### src/rtl/mem_pkg.sv
// Shared definitions for the MEM stage: access-size codes, FSM states
// and the byte-strobe lookup.
package mem_pkg;

  localparam logic [2:0] F3_LB  = 3'b000;
  localparam logic [2:0] F3_LH  = 3'b001;
  localparam logic [2:0] F3_LW  = 3'b010;
  localparam logic [2:0] F3_LD  = 3'b011;
  localparam logic [2:0] F3_LBU = 3'b100;
  localparam logic [2:0] F3_LHU = 3'b101;
  localparam logic [2:0] F3_LWU = 3'b110;
  localparam logic [2:0] F3_BAD = 3'b111;

  typedef enum logic [1:0] {
    S_IDLE,
    S_REQ,
    S_WAIT
  } state_t;

  function automatic logic [7:0] size_strb(input logic [1:0] size);
    logic [7:0] s;
    unique case (size)
      2'b00:   s = 8'h01;
      2'b01:   s = 8'h03;
      2'b10:   s = 8'h0F;
      default: s = 8'hFF;
    endcase
    return s;
  endfunction

endpackage

### src/rtl/mem_lane_align.sv
// Byte-lane steering: store shift/strobes and load extract/extend.
// Purely combinational; offsets are byte positions inside a doubleword.
module mem_lane_align
  import mem_pkg::*;
#(
  parameter int XLEN = 64
) (
  input  logic [XLEN-1:0] i_st_data,
  input  logic [2:0]      i_st_off,
  input  logic [1:0]      i_st_size,
  output logic [XLEN-1:0] o_wdata,
  output logic [7:0]      o_wstrb,
  input  logic [XLEN-1:0] i_ld_rdata,
  input  logic [2:0]      i_ld_off,
  input  logic [2:0]      i_ld_f3,
  output logic [XLEN-1:0] o_ld_data
);

  logic [XLEN-1:0] w_raw;

  assign o_wdata = i_st_data << {i_st_off, 3'b000};
  assign o_wstrb = size_strb(i_st_size) << i_st_off;
  assign w_raw   = i_ld_rdata >> {i_ld_off, 3'b000};

  always_comb begin
    o_ld_data = w_raw;
    case (i_ld_f3)
      F3_LB:  o_ld_data = {{(XLEN-8){w_raw[7]}}, w_raw[7:0]};
      F3_LH:  o_ld_data = {{(XLEN-16){w_raw[15]}}, w_raw[15:0]};
      F3_LW:  o_ld_data = {{(XLEN-32){w_raw[31]}}, w_raw[31:0]};
      F3_LBU: o_ld_data = {{(XLEN-8){1'b0}}, w_raw[7:0]};
      F3_LHU: o_ld_data = {{(XLEN-16){1'b0}}, w_raw[15:0]};
      F3_LWU: o_ld_data = {{(XLEN-32){1'b0}}, w_raw[31:0]};
      default: o_ld_data = w_raw;
    endcase
  end

endmodule

### src/rtl/mem_access_stage.sv
// MEM stage: data-memory access FSM and the MEM/WB register.
// An aligned memory op is consumed on entry; stall holds the next one.
module mem_access_stage
  import mem_pkg::*;
#(
  parameter int XLEN   = 64,
  parameter int REG_AW = 5
) (
  input  logic              clk,
  input  logic              reset,
  input  logic              ex_valid,
  input  logic [XLEN-1:0]   ex_alu_result,
  input  logic [XLEN-1:0]   ex_store_data,
  input  logic [REG_AW-1:0] ex_rd,
  input  logic              ex_reg_write,
  input  logic              ex_mem_read,
  input  logic              ex_mem_write,
  input  logic [2:0]        ex_funct3,
  output logic              stall,
  output logic              dmem_req,
  output logic              dmem_we,
  output logic [XLEN-1:0]   dmem_addr,
  output logic [XLEN-1:0]   dmem_wdata,
  output logic [7:0]        dmem_wstrb,
  input  logic              dmem_ready,
  input  logic              dmem_rvalid,
  input  logic [XLEN-1:0]   dmem_rdata,
  output logic              wb_valid,
  output logic [REG_AW-1:0] wb_rd,
  output logic              wb_reg_write,
  output logic [XLEN-1:0]   wb_data,
  output logic [XLEN-1:0]   mem_fwd_data,
  output logic              misalign
);

  state_t r_state, w_next;

  logic [XLEN-1:0]   r_addr;
  logic [2:0]        r_off;
  logic [2:0]        r_f3;
  logic              r_we;
  logic [XLEN-1:0]   r_wdata;
  logic [7:0]        r_wstrb;
  logic [REG_AW-1:0] r_rd;
  logic              r_rw;
  logic              r_wb_valid;
  logic [REG_AW-1:0] r_wb_rd;
  logic              r_wb_rw;
  logic [XLEN-1:0]   r_wb_data;
  logic              r_misalign;

  logic              w_mem_op;
  logic              w_misal;
  logic              w_go;
  logic [XLEN-1:0]   w_st_wdata;
  logic [7:0]        w_st_wstrb;
  logic [XLEN-1:0]   w_ld_data;

  assign w_mem_op = ex_mem_read | ex_mem_write;

  always_comb begin
    w_misal = 1'b0;
    unique case (ex_funct3[1:0])
      2'b00: w_misal = 1'b0;
      2'b01: w_misal = ex_alu_result[0];
      2'b10: w_misal = |ex_alu_result[1:0];
      2'b11: w_misal = |ex_alu_result[2:0];
    endcase
    if (ex_funct3 == F3_BAD) w_misal = 1'b1;
  end

  assign w_go = ex_valid & w_mem_op & ~w_misal;

  mem_lane_align #(.XLEN(XLEN)) u_align (
    .i_st_data  (ex_store_data),
    .i_st_off   (ex_alu_result[2:0]),
    .i_st_size  (ex_funct3[1:0]),
    .o_wdata    (w_st_wdata),
    .o_wstrb    (w_st_wstrb),
    .i_ld_rdata (dmem_rdata),
    .i_ld_off   (r_off),
    .i_ld_f3    (r_f3),
    .o_ld_data  (w_ld_data)
  );

  always_ff @(posedge clk) begin
    if (reset) r_state <= S_IDLE;
    else       r_state <= w_next;
  end

  always_comb begin
    w_next = r_state;
    unique case (r_state)
      S_IDLE: if (w_go) w_next = S_REQ;
      S_REQ:  if (dmem_ready) w_next = r_we ? S_IDLE : S_WAIT;
      S_WAIT: if (dmem_rvalid) w_next = S_IDLE;
      default: w_next = S_IDLE;
    endcase
  end

  always_ff @(posedge clk) begin
    if (reset) begin
      r_addr     <= '0;
      r_off      <= '0;
      r_f3       <= '0;
      r_we       <= 1'b0;
      r_wdata    <= '0;
      r_wstrb    <= '0;
      r_rd       <= '0;
      r_rw       <= 1'b0;
      r_wb_valid <= 1'b0;
      r_wb_rd    <= '0;
      r_wb_rw    <= 1'b0;
      r_wb_data  <= '0;
      r_misalign <= 1'b0;
    end else begin
      // The slot is a bubble unless one of the cases below fills it.
      r_wb_valid <= 1'b0;
      r_wb_rw    <= 1'b0;
      r_misalign <= 1'b0;
      unique case (r_state)
        S_IDLE: begin
          if (ex_valid && !w_mem_op) begin
            r_wb_valid <= 1'b1;
            r_wb_rd    <= ex_rd;
            r_wb_rw    <= ex_reg_write;
            r_wb_data  <= ex_alu_result;
          end else if (ex_valid && w_misal) begin
            r_wb_valid <= 1'b1;
            r_wb_rd    <= ex_rd;
            r_wb_data  <= ex_alu_result;
            r_misalign <= 1'b1;
          end else if (w_go) begin
            r_addr  <= {ex_alu_result[XLEN-1:3], 3'b000};
            r_off   <= ex_alu_result[2:0];
            r_f3    <= ex_funct3;
            r_we    <= ex_mem_write;
            r_wdata <= w_st_wdata;
            r_wstrb <= w_st_wstrb;
            r_rd    <= ex_rd;
            r_rw    <= ex_reg_write;
          end
        end
        S_REQ: begin
          if (dmem_ready && r_we) begin
            r_wb_valid <= 1'b1;
            r_wb_rd    <= r_rd;
            r_wb_data  <= {r_addr[XLEN-1:3], r_off};
          end
        end
        S_WAIT: begin
          if (dmem_rvalid) begin
            r_wb_valid <= 1'b1;
            r_wb_rd    <= r_rd;
            r_wb_rw    <= r_rw;
            r_wb_data  <= w_ld_data;
          end
        end
        default: ;
      endcase
    end
  end

  assign stall        = (r_state != S_IDLE);
  assign dmem_req     = (r_state == S_REQ);
  assign dmem_we      = r_we;
  assign dmem_addr    = r_addr;
  assign dmem_wdata   = r_wdata;
  assign dmem_wstrb   = r_wstrb;
  assign wb_valid     = r_wb_valid;
  assign wb_rd        = r_wb_rd;
  assign wb_reg_write = r_wb_rw;
  assign wb_data      = r_wb_data;
  assign mem_fwd_data = r_wb_data;
  assign misalign     = r_misalign;

endmodule

### config.mk
export PLATFORM = sky130hd
export DESIGN_NAME = mem_access_stage
export DESIGN_NICKNAME = d
export VERILOG_FILES = /design/src/rtl/mem_pkg.sv /design/src/rtl/mem_lane_align.sv /design/src/rtl/mem_access_stage.sv
export SDC_FILE = /design/constraint.sdc
export NUM_CORES = 1
export LEC_CHECK = 0
export ABC_CLOCK_PERIOD_IN_PS = 4900
export BUFFER_PORTS_ARGS = -buffer_cell sky130_fd_sc_hd__buf_2
export CAP_MARGIN = 10
export CORE_AREA = 2 2 190 192
export CTS_CLUSTER_SIZE = 12
export DETAILED_ROUTE_END_ITERATION = 12
export DIE_AREA = 0 0 192 194
export HOLD_SLACK_MARGIN = 0.05
export PLACE_DENSITY_LB_ADDON = 0.08
export SLEW_MARGIN = 0
export SYNTH_ARGS = -nofsm -noshare
export SYNTH_HDL_FRONTEND = slang
export SYNTH_HIERARCHICAL = 1
export SYNTH_SLANG_ARGS = --single-unit
### constraint.sdc
create_clock -name clk -period 4.9 [get_ports clk]
set_input_delay 0.245 -clock clk [delete_from_list [all_inputs] [get_ports clk]]
set_output_delay 0.245 -clock clk [all_outputs]
set_load 0.01 [all_outputs]
==> impl_results.md <==
* Most frequent cells in the layout: buf_2 (477), nand2_1 (337), dfxtp_1 (217)
* Fin util at 50.4%
* Slowest-stage cell, CP: dfxtp_2
* Final wirelength at 54.9 mm
* Unique cell type count in the Yosys netlist at 56
* Largest cells by area after synthesis: dfxtp_1 (31%), mux2i_1 (9.5%), nand2_1 (8.9%), mux4_2 (7.1%), a21oi_1 (5.9%)
* Post-route ant nets at 0
* Routability cong. at 0.887
* Clock Pin Slew Worst Setup and Hold Paths at 0.06 ns
* Largest net degree at the start of global routing at 141
* Synthesized area at 14200 um^2
* Setup violators final at 0
* Port bufs at 479
* CTS buffer count at 28
* CP max stage delay at 0.98 ns
* GRT Total Usage at 28.3%
* CTS tree: built
* DR WL/cell at 21.1 um
* Fmax at 302 MHz
* Synth Area in Simple Gates at 20.3%
* FFs w/ async S/R, synth at 0%
* VDD IR max at 258 uV
* Post-route setup TNS at 0 ns
* Worst hold path type: in -> reg
* Starting density of the core at 40.3%
* Crit path arrival time at 3.74 ns
* R2R Setup Slk at 1.59 ns
* Crit path capture: mem_fwd_data[50]
* GR Overflow Total at 0
* Pins Over Slew Limit at 0
* CP Data Required Time at 5.34 ns
* CTS root buf: clkbuf_16
* Slew @ Worst Pin at 1.01 ns
* Clock Sinks at 220
* DRT Pass-1 Iters at 6
* Crit path kind: reg -> reg
* Post-synth EDFFs at 0
* Post-Synth XOR/XNOR Area at 0%
* Main combinational cell family by area after synthesis: simple AND/OR/NAND/NOR gates
* Clock latency on the worst-skew pair at 0.56 ns
* Routed vias at 14200
* Most common cell on crit path: nor2b_1
* YS warnings at 6
* Setup crit end kind: register
* Ys flop type: dfxtp_1
* Commonest non-fill, non-tap cell in the layout: buf_2
* Reg2Reg Depth at 7
* Die Y at 194 um
* Yosys reg bits at 220
* Post-CTS Setup Bufs at 0
* Outcome: finished clean
* Crit start category: register
* # Max-Cap Violations at 0
* Crit-path cells: nor2b_1, nor2b_1, a2111o_2, o2111ai_1, a22oi_1, a211o_1, mux2i_1
* DR vias/cell at 5.47
* CORE AREA at 35200 um^2
* Row count at 69
* Post-DP HPWL at 38.7 mm
* Yosys top cell area share at 31.0%
* Largest area contributor in the netlist: dfxtp_1
* FF-to-FF Start: r_off[2]
* Compound-gate portion of the synthesized area at 18.1%
* RSZ-0062 raised after global routing: false
* Clock H-tree levels at 1
* Relative slew slack at 32.9%
* Initial DRC Count at 1100
* Final Hold Violating Endpoints at 0
* Worst Setup SP: r_off[2]
* Clock buffer depth at 3
* Share of cells above drive strength 1 at 30.4%
* Post-route DRC at 0
* Lkg Pwr at 0.00772 uW
* Sequential share of the synthesized area at 31.0%
* Vias in the first global route at 13600
* Die width at 192 um
* First-pass GRT wire length at 82.3 mm
* Syn Area/Cell at 8.16 um^2
* Adder-cell area share of the yosys netlist at 0.352%
* Clk_skew at 0.0191 ns
* Layout Nets at 2319
* Fillers at 3507
* Initial antenna violation count at 13
* Crit path time final at 3.31 ns
* Worst hold path startpoint: ex_store_data[7]
* Worst r2r dst: mem_fwd_data[50]
* Final period util at 67.5%
* Syn Inst Count at 1741
* Die ar. at 37200 um^2
* Layout Area Growth over Synthesis at 24.9%
* IO Pins at 483
* Critical path peak fanout at 56
* Multiplexer share of the synthesized area at 20.3%
* Pwr dens at 314 nW/um^2
==> routing by layer <==
layer | vias up | part of all wire, % | GRT usage (%) | routed length [um]
met4 | 6 | 2.0 | 7.44 | 1110
met3 | 71 | 8.0 | 6.73 | 4380
met2 | 521 | 49 | 48.2 | 26700
li1 | 6792 | - | - | -
met1 | 6818 | 41 | 35.5 | 22700
met5 | - | 0.080 | 0 | 44
==> cells by family (layout without fill, tap and decap cells) <==
kind of cell / count (synthesis) / in the layout
adder cells (fa/ha/maj): 4 / 4
AND/OR/NAND/NOR: 644 / 644
flip-flops: 220 / 220
other: 1 / 13
AO/OA/AOI/OAI: 394 / 394
multiplexers: 226 / 226
buffers and inverters: 252 / 636
==> registers in the layout (all words and copies together), names as in the netlist <==
register / count
mem_fwd_data: 64
wb_valid: 1
r_rd: 5
dmem_we: 1
dmem_addr: 61
r_f3: 3
wb_reg_write: 1
misalign: 1
r_state: 2
wb_rd: 5
dmem_wdata: 64
r_rw: 1
r_off: 3
dmem_wstrb: 8
==> repair_timing <==
item                                   CTS  global route
resized for setup                        0             0
hold buffers                            74             0
endpoints found under the hold margin   79             0
==> critical path: cells and delay by family, from the launching register on <==
| kind | cells | cell delay [ns] |
|---|---|---|
| compound gates | 4 | 1.67 |
| flops | 1 | 0.98 |
| simple gates | 2 | 0.45 |
| mux | 1 | 0.06 |
==> cell usage after synthesis, types with 5 or more instances <==
master and count:
nor3_1 5, nand3_1 19, buf_1 7, nor2b_1 43
and2_1 9, nor2_1 116, nand4_1 27, o22ai_1 19
a22oi_1 65, clkbuf_1 100, a21oi_1 168, a211o_1 64
mux2_2 45, mux2i_1 135, inv_1 16, o2bb2ai_1 7
nand2b_1 68, buf_4 83, buf_2 34, and3_1 8
buf_6 11, nand2_1 337, o21ai_0 41, dfxtp_1 220
mux4_2 45, o2111ai_1 7
==> power by group <==
part	total, uW	internal (uW)	switching [uW]	leakage (uW)
sequential	2050	1930	122	0.00179
combinational	1480	629	847	0.00549
clock	2050	1220	826	0.000439
==> metrics by stage <==
step	setup slack (ns)	cells	cell area, um^2	hold slack [ns]	power, uW
final	1.59	2598	17700	0.101	5570
after global routing	1.29	2594	17700	0.0923	5850
after detailed placement	1.55	2464	16100	0.445	3520
after CTS	1.54	2588	17700	0.0728	5630
after global placement	1.52	2464	16100	0.440	3500
after floorplan	2.82	1743	14200	0.381	3070
==> how the worst min path moves through the flow <==
stage | slack (ns) | cells past startpoint | to
floorplan | 0.38 | 2 | r_rw
global placement | 0.44 | 2 | dmem_wdata[1]
detailed placement | 0.44 | 2 | dmem_wstrb[7]
CTS | 0.07 | 4 | dmem_wdata[7]
global route | 0.09 | 4 | dmem_wdata[3]
finish | 0.10 | 4 | dmem_wdata[7]
==> final cells by class <==
| cell class | count | area, um^2 | share of cell area, % |
|---|---|---|---|
| Timing Repair Buffer | 570 | 3310 | 18.7 |
| Sequential cell | 220 | 4410 | 24.9 |
| Clock buffer | 45 | 846 | 4.77 |
| Tap cell | 461 | 577 | 3.25 |
| Inverter | 16 | 60.1 | 0.338 |
| Antenna cell | 10 | 25.0 | 0.141 |
| Multi-Input combinational cell | 1271 | 8450 | 47.6 |
| Clock inverter | 5 | 56.3 | 0.317 |
Note: power is estimated with default switching activity, not from simulation.
